[src/rtl/lab3_sweep_ctrl_if.sv]
// Sweep controller port bundle: start request, lab3 stimulus/response and sweep status.
// Master is the requester/board side, slave is the controller.
interface lab3_sweep_ctrl_if;
   logic       start;
   logic       a;
   logic       b;
   logic       c;
   logic       x;
   logic       y;
   logic       busy;
   logic       done;
   logic       pass;
   logic [3:0] fail_count;
   logic [2:0] first_fail_vec;
   logic       first_fail_valid;

   modport master (
      output start, x, y,
      input  a, b, c, busy, done, pass, fail_count, first_fail_vec, first_fail_valid
   );

   modport slave (
      input  start, x, y,
      output a, b, c, busy, done, pass, fail_count, first_fail_vec, first_fail_valid
   );
endinterface

[src/rtl/lab3_sweep_ctrl.sv]
// On-chip exhaustive sweep of the lab3 block against EXP_X/EXP_Y; optional SWEEP_STOP_ON_FAIL_EN ends at first mismatch.
// Latency: 8*(SETTLE_CYC+1) cycles from accepted start to the done pulse (less when stopping early).
// Backpressure: none; start is only accepted in IDLE and is otherwise dropped, never queued.
module lab3_sweep_ctrl #(
   parameter int unsigned SETTLE_CYC = 2,
   parameter logic [7:0]  EXP_X      = 8'hE8,
   parameter logic [7:0]  EXP_Y      = 8'h96
) (
   input logic              clk,
   input logic              rst_n,
   lab3_sweep_ctrl_if.slave bus
);

   typedef enum logic [1:0] {
      IDLE   = 2'd0,
      SETTLE = 2'd1,
      CHECK  = 2'd2,
      DONE   = 2'd3
   } state_t;

   localparam logic [3:0] SETTLE_LAST = 4'(SETTLE_CYC - 1);
   localparam logic [2:0] VEC_LAST    = 3'd7;

   state_t     state;
   logic [2:0] vec;
   logic [3:0] settle_cnt;
   logic [3:0] fail_count_q;
   logic [2:0] first_fail_vec_q;
   logic       first_fail_valid_q;
   logic       busy_q;
   logic       done_q;
   logic       pass_q;

   logic       mismatch;
   logic       sweep_end;
   logic [3:0] fail_next;

   assign mismatch  = ({bus.x, bus.y} != {EXP_X[vec], EXP_Y[vec]});
   assign fail_next = fail_count_q + {3'd0, mismatch};

`ifdef SWEEP_STOP_ON_FAIL_EN
   assign sweep_end = (vec == VEC_LAST) || mismatch;
`else
   assign sweep_end = (vec == VEC_LAST);
`endif

   always_ff @(posedge clk or negedge rst_n) begin
      if (!rst_n) begin
         state              <= IDLE;
         vec                <= 3'd0;
         settle_cnt         <= 4'd0;
         fail_count_q       <= 4'd0;
         first_fail_vec_q   <= 3'd0;
         first_fail_valid_q <= 1'b0;
         busy_q             <= 1'b0;
         done_q             <= 1'b0;
         pass_q             <= 1'b0;
      end else begin
         done_q <= 1'b0;
         case (state)
            IDLE: begin
               if (bus.start) begin
                  vec                <= 3'd0;
                  settle_cnt         <= 4'd0;
                  fail_count_q       <= 4'd0;
                  first_fail_vec_q   <= 3'd0;
                  first_fail_valid_q <= 1'b0;
                  pass_q             <= 1'b0;
                  busy_q             <= 1'b1;
                  state              <= SETTLE;
               end
            end
            SETTLE: begin
               if (settle_cnt == SETTLE_LAST) begin
                  state <= CHECK;
               end else begin
                  settle_cnt <= settle_cnt + 4'd1;
               end
            end
            CHECK: begin
               if (mismatch) begin
                  fail_count_q <= fail_next;
                  if (!first_fail_valid_q) begin
                     first_fail_vec_q   <= vec;
                     first_fail_valid_q <= 1'b1;
                  end
               end
               // pass is judged on the count including this vector's result
               if (sweep_end) begin
                  busy_q <= 1'b0;
                  done_q <= 1'b1;
                  pass_q <= (fail_next == 4'd0);
                  state  <= DONE;
               end else begin
                  vec        <= vec + 3'd1;
                  settle_cnt <= 4'd0;
                  state      <= SETTLE;
               end
            end
            DONE: begin
               state <= IDLE;
            end
            default: begin
               state <= IDLE;
            end
         endcase
      end
   end

   assign bus.a                = vec[2];
   assign bus.b                = vec[1];
   assign bus.c                = vec[0];
   assign bus.busy             = busy_q;
   assign bus.done             = done_q;
   assign bus.pass             = pass_q;
   assign bus.fail_count       = fail_count_q;
   assign bus.first_fail_vec   = first_fail_vec_q;
   assign bus.first_fail_valid = first_fail_valid_q;

endmodule

[src/flat_wrapper.sv]
// flat-port wrapper written by rule: the top's interface ports become plain ports
module lab3_sweep_ctrl_flat 
#(
   parameter int unsigned SETTLE_CYC = 2,
   parameter logic [7:0]  EXP_X      = 8'hE8,
   parameter logic [7:0]  EXP_Y      = 8'h96
)
  (clk, rst_n, bus_start, bus_x, bus_y, bus_a, bus_b, bus_c, bus_busy, bus_done, bus_pass, bus_fail_count, bus_first_fail_vec, bus_first_fail_valid);
  lab3_sweep_ctrl_if bus_i ();
  input logic clk;
  input logic rst_n;
  input wire logic [$bits(bus_i.start)-1:0] bus_start;
  input wire logic [$bits(bus_i.x)-1:0] bus_x;
  input wire logic [$bits(bus_i.y)-1:0] bus_y;
  output wire logic [$bits(bus_i.a)-1:0] bus_a;
  output wire logic [$bits(bus_i.b)-1:0] bus_b;
  output wire logic [$bits(bus_i.c)-1:0] bus_c;
  output wire logic [$bits(bus_i.busy)-1:0] bus_busy;
  output wire logic [$bits(bus_i.done)-1:0] bus_done;
  output wire logic [$bits(bus_i.pass)-1:0] bus_pass;
  output wire logic [$bits(bus_i.fail_count)-1:0] bus_fail_count;
  output wire logic [$bits(bus_i.first_fail_vec)-1:0] bus_first_fail_vec;
  output wire logic [$bits(bus_i.first_fail_valid)-1:0] bus_first_fail_valid;
  assign bus_i.start = bus_start;
  assign bus_i.x = bus_x;
  assign bus_i.y = bus_y;
  assign bus_a = bus_i.a;
  assign bus_b = bus_i.b;
  assign bus_c = bus_i.c;
  assign bus_busy = bus_i.busy;
  assign bus_done = bus_i.done;
  assign bus_pass = bus_i.pass;
  assign bus_fail_count = bus_i.fail_count;
  assign bus_first_fail_vec = bus_i.first_fail_vec;
  assign bus_first_fail_valid = bus_i.first_fail_valid;
  lab3_sweep_ctrl #(.SETTLE_CYC(SETTLE_CYC), .EXP_X(EXP_X), .EXP_Y(EXP_Y)) u_core (.clk(clk), .rst_n(rst_n), .bus(bus_i));
endmodule
[config.mk]
export PLATFORM = sky130hd
export DESIGN_NAME = lab3_sweep_ctrl_flat
export DESIGN_NICKNAME = d
export VERILOG_FILES = /design/src/rtl/lab3_sweep_ctrl_if.sv /design/src/rtl/lab3_sweep_ctrl.sv /design/src/flat_wrapper.sv
export SDC_FILE = /design/constraint.sdc
export NUM_CORES = 1
export LEC_CHECK = 0
export BUFFER_PORTS_ARGS = -buffer_cell sky130_fd_sc_hd__buf_2
export CAP_MARGIN = 10
export CORE_ASPECT_RATIO = 1.25
export CORE_MARGIN = 2
export CORE_UTILIZATION = 43
export DETAILED_ROUTE_END_ITERATION = 8
export PLACE_DENSITY_LB_ADDON = 0.12
export SKIP_CTS_REPAIR_TIMING = 1
export SLEW_MARGIN = 20
export SYNTH_ARGS = -nofsm -noshare
export SYNTH_HDL_FRONTEND = slang
export SYNTH_SLANG_ARGS = --single-unit
[constraint.sdc]
create_clock -name clk -period 6.8 [get_ports clk]
set_input_delay 1.02 -clock clk [delete_from_list [all_inputs] [get_ports clk]]
set_output_delay 1.02 -clock clk [all_outputs]
set_load 0.01 [all_outputs]
Yosys cells after proc, flatten, opt, wreduce, memory -nomap -nowiden
Memories as Yosys holds them, arrays and structs flattened.
Cells that the tools add are included.
{"block": "op_classes", "magnitude_cmp": 1, "mux": 28, "n_addsub": 3, "reduce_logical": 10, "n_eq_ne": 13}
{"op": "two-way mux 4 bit", "count": 4}
{"op": "two-way mux 3 bit", "count": 4}
{"op": "case mux 3 bit (2 select lines)", "count": 2}
{"op": "case mux 4 bit (3 select lines)", "count": 1}
{"op": "two-way mux 1 bit", "count": 9}
{"op": "AND reduction 3 bit", "count": 3}
{"op": "!= test 2 bit, second input constant", "count": 4}
{"op": "case mux 2 bit (4 select lines)", "count": 1}
{"op": "case mux 4 bit (2 select lines)", "count": 1}
{"op": "AND reduction 4 bit", "count": 2}
{"op": "two-way mux 2 bit", "count": 3}
{"op": "!= test 2 x 1 -> 1 bit, second input constant", "count": 3}
{"op": "case mux 1 bit (2 select lines)", "count": 3}
{"op": "adder 4 x 1 -> 4 bit", "count": 1}
{"op": "adder 4 x 1 -> 4 bit, second input constant", "count": 1}
{"op": "equality test 2 bit, second input constant", "count": 2}
{"op": "equality test 4 x 1 -> 1 bit, second input constant", "count": 1}
{"op": "logical NOT 4 bit", "count": 1}
{"op": "less-than comparator 3 x 4 -> 1 bit, second input constant", "count": 1}
{"op": "adder 3 x 1 -> 3 bit, second input constant", "count": 1}
{"op": "equality test 3 bit, second input constant", "count": 1}
{"op": "nonzero test 3 bit", "count": 1}
{"op": "equality test 2 x 1 -> 1 bit, second input constant", "count": 1}
{"op": "logical NOT 2 bit", "count": 1}
{"op": "other kinds (3)", "count": 3}
{"block": "word_totals", "word_cells": 66, "rom_bits": 16, "output_inout_bits": 14, "ff_bits": 20, "n_memories": 2, "input_bits": 5}
{"name": "(name not given)", "words": 8, "word_bits": 1, "read_ports": 1, "rd_clocked_by_memory_dff": 0, "wr": 0, "line": "lab3_sweep_ctrl.sv:38", "text": "assign mismatch = ({bus.x, bus.y} != {EXP_X[vec], EXP_Y[vec]});"}
{"name": "(name not given)", "words": 8, "word_bits": 1, "read_ports": 1, "rd_clocked_by_memory_dff": 0, "wr": 0, "line": "lab3_sweep_ctrl.sv:38"}

Logic depth before layout (Yosys ltp)
{"block": "depth", "depth_word": 7, "depth_mapped": 13, "mapped_depth_nobuf": 11}

Worst setup path before layout
No wires, ideal clock.
{"block": "synth_timing", "path_type": "input to register", "start": "input bus_y", "end": "register u_core.pass_q (netlist: u_core.bus.pass)", "n_path_buf": 2, "setup_time_ns": 0.083, "path_slack_ns": 3.894, "stages": 10, "required_ns": 6.717, "arrival_ns": 2.823, "cell_sequence": "xor2_1 > or3_1 > buf_6 > and2_4 > buf_6 > ha_1 > ha_1 > nor4_1 > nand4b_1 > o21ai_0"}
{"block": "synth_via", "elab_chain_cells": 5}
{"item": "from (decl)", "line": "flat_wrapper.sv:14", "text": "input wire logic [$bits(bus_i.y)-1:0] bus_y;"}
{"item": "!= test 2 bit", "line": "lab3_sweep_ctrl.sv:38"}
{"item": "adder 4 x 1 -> 4 bit", "line": "lab3_sweep_ctrl.sv:39", "text": "assign fail_next = fail_count_q + {3'd0, mismatch};"}
{"item": "logical NOT 4 bit", "line": "lab3_sweep_ctrl.sv:92", "text": "pass_q <= (fail_next == 4'd0);"}
{"item": "two-way mux 1 bit", "line": "lab3_sweep_ctrl.sv:89", "text": "if (sweep_end) begin"}
{"item": "case mux 1 bit (2 select lines)", "line": "lab3_sweep_ctrl.sv:60", "text": "case (state)"}
{"item": "to (signal assigned)", "line": "lab3_sweep_ctrl.sv:92"}
{"item": "to (decl)", "line": "lab3_sweep_ctrl.sv:32", "text": "logic pass_q;"}
No other way between the ends. The select of a mux whose other input is x is not followed.
A chain may end at the register's enable or synchronous reset.

Final worst setup path
{"block": "layout_timing", "start": "register u_core.vec[0]", "end": "register u_core.pass_q (netlist: u_core.bus.pass)"}
{"block": "layout_via", "elab_chain_cells": 7, "word_cells_on_any_way": 12, "classes_between": "add/sub (1); eq/ne (3); mux (4); reduce/logical (2); memory (2)"}
{"item": "from (decl)", "line": "lab3_sweep_ctrl.sv:25", "text": "logic [2:0] vec;"}
{"item": "from (signal assigned)", "line": "lab3_sweep_ctrl.sv:95", "text": "vec <= vec + 3'd1;"}
{"item": "memory read (8 x 1 bit)"}
{"item": "two-way mux 1 bit (implied by the code)", "line": "lab3_sweep_ctrl.sv:38"}
{"item": "!= test 2 bit", "line": "lab3_sweep_ctrl.sv:38"}
{"item": "adder 4 x 1 -> 4 bit", "line": "lab3_sweep_ctrl.sv:39"}
{"item": "logical NOT 4 bit", "line": "lab3_sweep_ctrl.sv:92"}
{"item": "two-way mux 1 bit", "line": "lab3_sweep_ctrl.sv:89"}
{"item": "case mux 1 bit (2 select lines)", "line": "lab3_sweep_ctrl.sv:60"}
Parallel ways exist; a longest one is shown, timed or not. The select of a mux whose other input is x is not followed.

==> flow_metrics.tcl <==
set metrics [dict create \
    hold_viol_final 0 \
    final_util 0.4951 \
    max_freq_mhz 350.1 \
    max_slew.worst_pin.slew_ns 0.7525 \
    synth_seq_cells 20 \
    cts_max_path_buffers 2 \
    fin_tns_setup_ns 0 \
    syn_inst 132 \
    dp_hpwl_um 1883 \
    root_buffer "clkbuf_4" \
    pre_cts_slack_ns 3.668 \
    num_rows 21 \
    path_class "flop to flop" \
    grt.overflow.total 0 \
    outcome "complete, no violations" \
    first_pass_iters 4 \
    r2r_cells 10 \
    area_growth_pct 9.510 \
    boundaryPins 19 \
    setup_viol 0 \
    final_nets 161 \
    grt_pass1_wl_um 4409 \
    drc_errors 0 \
    path_clk_slew_ns 0.11 \
    min_from "u_core.bus.first_fail_vec[1]$_DFFE_PN0P_" \
    leakagePower_nw 0.6524 \
    rsz0062_at_grt "no" \
    fin_crit_ns 2.856 \
    whs_endpoint "u_core.bus.first_fail_vec[1]$_DFFE_PN0P_" \
    ir_drop_mv 0.1792 \
    grt_max_degree 27 \
    wire_per_inst_um 13.45 \
    ys_types 30 \
    clock_sinks 20 \
    required_ns 7.03 \
    die_area_um2 3291 \
    synth_fp_nets 144 \
    worstPathMaxFanout 10 \
    slew_violations 0 \
    holdPathStages 2 \
    diodes 0 \
    vias_per_cell 5.448 \
    netlist_area_um2 1224 \
    portBuffers 18 \
    ant_nets 0 \
    hold-worst-slack_ns 0.5203 \
    relSlewSlack 0.4984 \
    gp_congestion 0.7414 \
    critPathArrivalTime_ns 3.09 \
    wl_um 2435 \
    antenna_found_initial 0 \
    grt_pass1_vias 990 \
    fin_ws_ns 3.944 \
    r2r_slack_ns 3.94 \
    worstSkewPairLatency_ns 0.30 \
    period_share 0.4200 \
    start_kind "flop" \
    max-cap-violations 0 \
    dieHeight_um 63.64 \
    drive_above_1_share 0.2041 \
    finalClockSkew_ns 0.003715 \
    hp-class "flop to flop" \
    synth.avg_cell_area_um2 9.270 \
    cts_buffers 3 \
    critPathCaptureType "flop" \
    regToRegStartpoint "u_core.vec[0]$_DFFE_PN0P_" \
    die_w_um 51.72 \
    r2r-end "u_core.bus.pass$_DFFE_PN0P_" \
    yosys_warnings 0 \
    start_util 0.4521 \
    coreArea_um2 2706 \
    yosysSeqAreaShare 0.4090 \
    powerDensity_nw_per_um2 313.1 \
    drt_iter0_drc 14 \
    vias 986 \
    grt_usage 0.1750 \
    total_power_w 0.0004195 \
    htreeDepth 1 \
    cts_tree "done" \
]
==> cell families after synthesis <==
| family | Yosys count | synth area share |
|---|---|---|
| mux | 1 | 0.009202 |
| fa+ha+maj | 7 | 0.07157 |
| flops | 20 | 0.4090 |
| compound gates | 26 | 0.1646 |
| buf+inv | 12 | 0.05010 |
| simple gates | 60 | 0.2525 |
| xor+xnor | 6 | 0.04294 |
==> where the power goes <==
part | internal [W] | switching, W | total [W]
registers | 0.000144 | 0.0000510 | 0.000196
logic | 0.0000762 | 0.0000924 | 0.000169
clock network | 0.0000206 | 0.0000348 | 0.0000555
total | 0.000241 | 0.000178 | 0.000420
==> state kept, by name (all words and copies together) (netlist names) <==
register	cells
u_core.vec	3
u_core.bus.fail_count	4
u_core.bus.first_fail_valid	1
u_core.bus.busy	1
u_core.state	2
u_core.bus.first_fail_vec	3
u_core.bus.done	1
u_core.bus.pass	1
u_core.settle_cnt	4
==> how the worst max path moves through the flow <==
| stage | end | startpoint | depth (start not counted) | slack, ns |
|---|---|---|---|---|
| after floorplan | u_core.bus.pass$_DFFE_PN0P_ | bus_y | 10 | 3.89 |
| after global placement | u_core.bus.pass$_DFFE_PN0P_ | bus_y | 9 | 3.73 |
| after detailed placement | u_core.bus.pass$_DFFE_PN0P_ | bus_y | 10 | 3.67 |
| after CTS | u_core.bus.pass$_DFFE_PN0P_ | u_core.vec[0]$_DFFE_PN0P_ | 11 | 3.92 |
| after global routing | u_core.bus.pass$_DFFE_PN0P_ | u_core.vec[0]$_DFFE_PN0P_ | 11 | 3.72 |
| final | u_core.bus.pass$_DFFE_PN0P_ | u_core.vec[0]$_DFFE_PN0P_ | 10 | 3.94 |
==> layout make-up <==
type	instances	area [um^2]
Multi-Input combinational cell	100	661.9
Clock buffer	3	22.52
Inverter	6	22.52
Tap cell	34	42.54
Fill cell	254	1366
Timing Repair Buffer	18	90.09
Sequential cell	20	500.5
==> cell usage after synthesis (all sizes together) <==
cell,n,area [um^2]
a21o,2,15.01
a21oi,3,15.01
a22o,2,17.52
a31o,2,17.52
and2,1,8.760
and3,2,12.51
buf,3,27.52
clkbuf,3,11.26
dfrtp,20,500.5
ha,7,87.58
inv,6,22.52
mux2,1,11.26
nand2,26,97.59
nand2b,4,25.02
nand3,7,35.03
nand4,5,31.28
nand4b,3,26.28
nor2,4,15.01
nor2b,2,12.51
nor3b,2,15.01
nor4,1,6.260
o211ai,5,62.56
o21ai,7,35.03
o21bai,2,15.01
o311ai,1,8.760
o31ai,2,15.01
or3,2,12.51
or4bb,1,11.26
xor2,6,52.55
==> critical path, cell delays in order (launching register included) <==
cell and delay [ns]:
dfrtp_1 0.45, inv_1 0.06, ha_1 0.33, xor2_1 0.18, or3_1 0.50, and2_4 0.26
ha_1 0.21, ha_1 0.29, nor4_1 0.31, nand4b_1 0.13, o21ai_0 0.08
==> per-stage QoR <==
| stage | cell area (um^2) | instances |
|---|---|---|
| floorplan | 1224 | 132 |
| global placement | 1318 | 178 |
| detailed placement | 1318 | 178 |
| CTS | 1340 | 181 |
| global route | 1340 | 181 |
| finish | 1340 | 181 |
==> layer usage <==
layer | GRT usage | wire length, um | vias up
met4 | 0.08224 | 69 | 0
met2 | 0.3141 | 1299 | 12
li1 | - | - | 494
met1 | 0.1985 | 1025 | 473
met5 | 0 | 0 | -
met3 | 0.02133 | 40 | 7
==> cell usage in the layout (no fill, tap or decap) <==
| cell type | Yosys | final |
|---|---|---|
| a21o_1 | 2 | 2 |
| a21oi_1 | 3 | 3 |
| a22o_1 | 2 | 2 |
| a31o_2 | 2 | 2 |
| and2_4 | 1 | 1 |
| and3_1 | 2 | 2 |
| buf_2 | 1 | 18 |
| clkbuf_4 | 0 | 3 |
| dfrtp_1 | 20 | 20 |
| ha_1 | 7 | 7 |
| inv_1 | 6 | 6 |
| mux2_2 | 1 | 1 |
| nand2_1 | 26 | 26 |
| nand2b_1 | 4 | 4 |
| nand3_1 | 7 | 7 |
| nand4_1 | 5 | 5 |
| nand4b_1 | 3 | 3 |
| nor2_1 | 4 | 4 |
| nor2b_1 | 2 | 2 |
| nor3b_1 | 2 | 2 |
| nor4_1 | 1 | 1 |
| o211ai_2 | 5 | 5 |
| o21ai_0 | 7 | 7 |
| o21bai_1 | 2 | 2 |
| o311ai_0 | 1 | 1 |
| o31ai_1 | 2 | 2 |
| or3_1 | 2 | 2 |
| or4bb_1 | 1 | 1 |
| xor2_1 | 6 | 6 |
(Power assumes the default switching activity.)
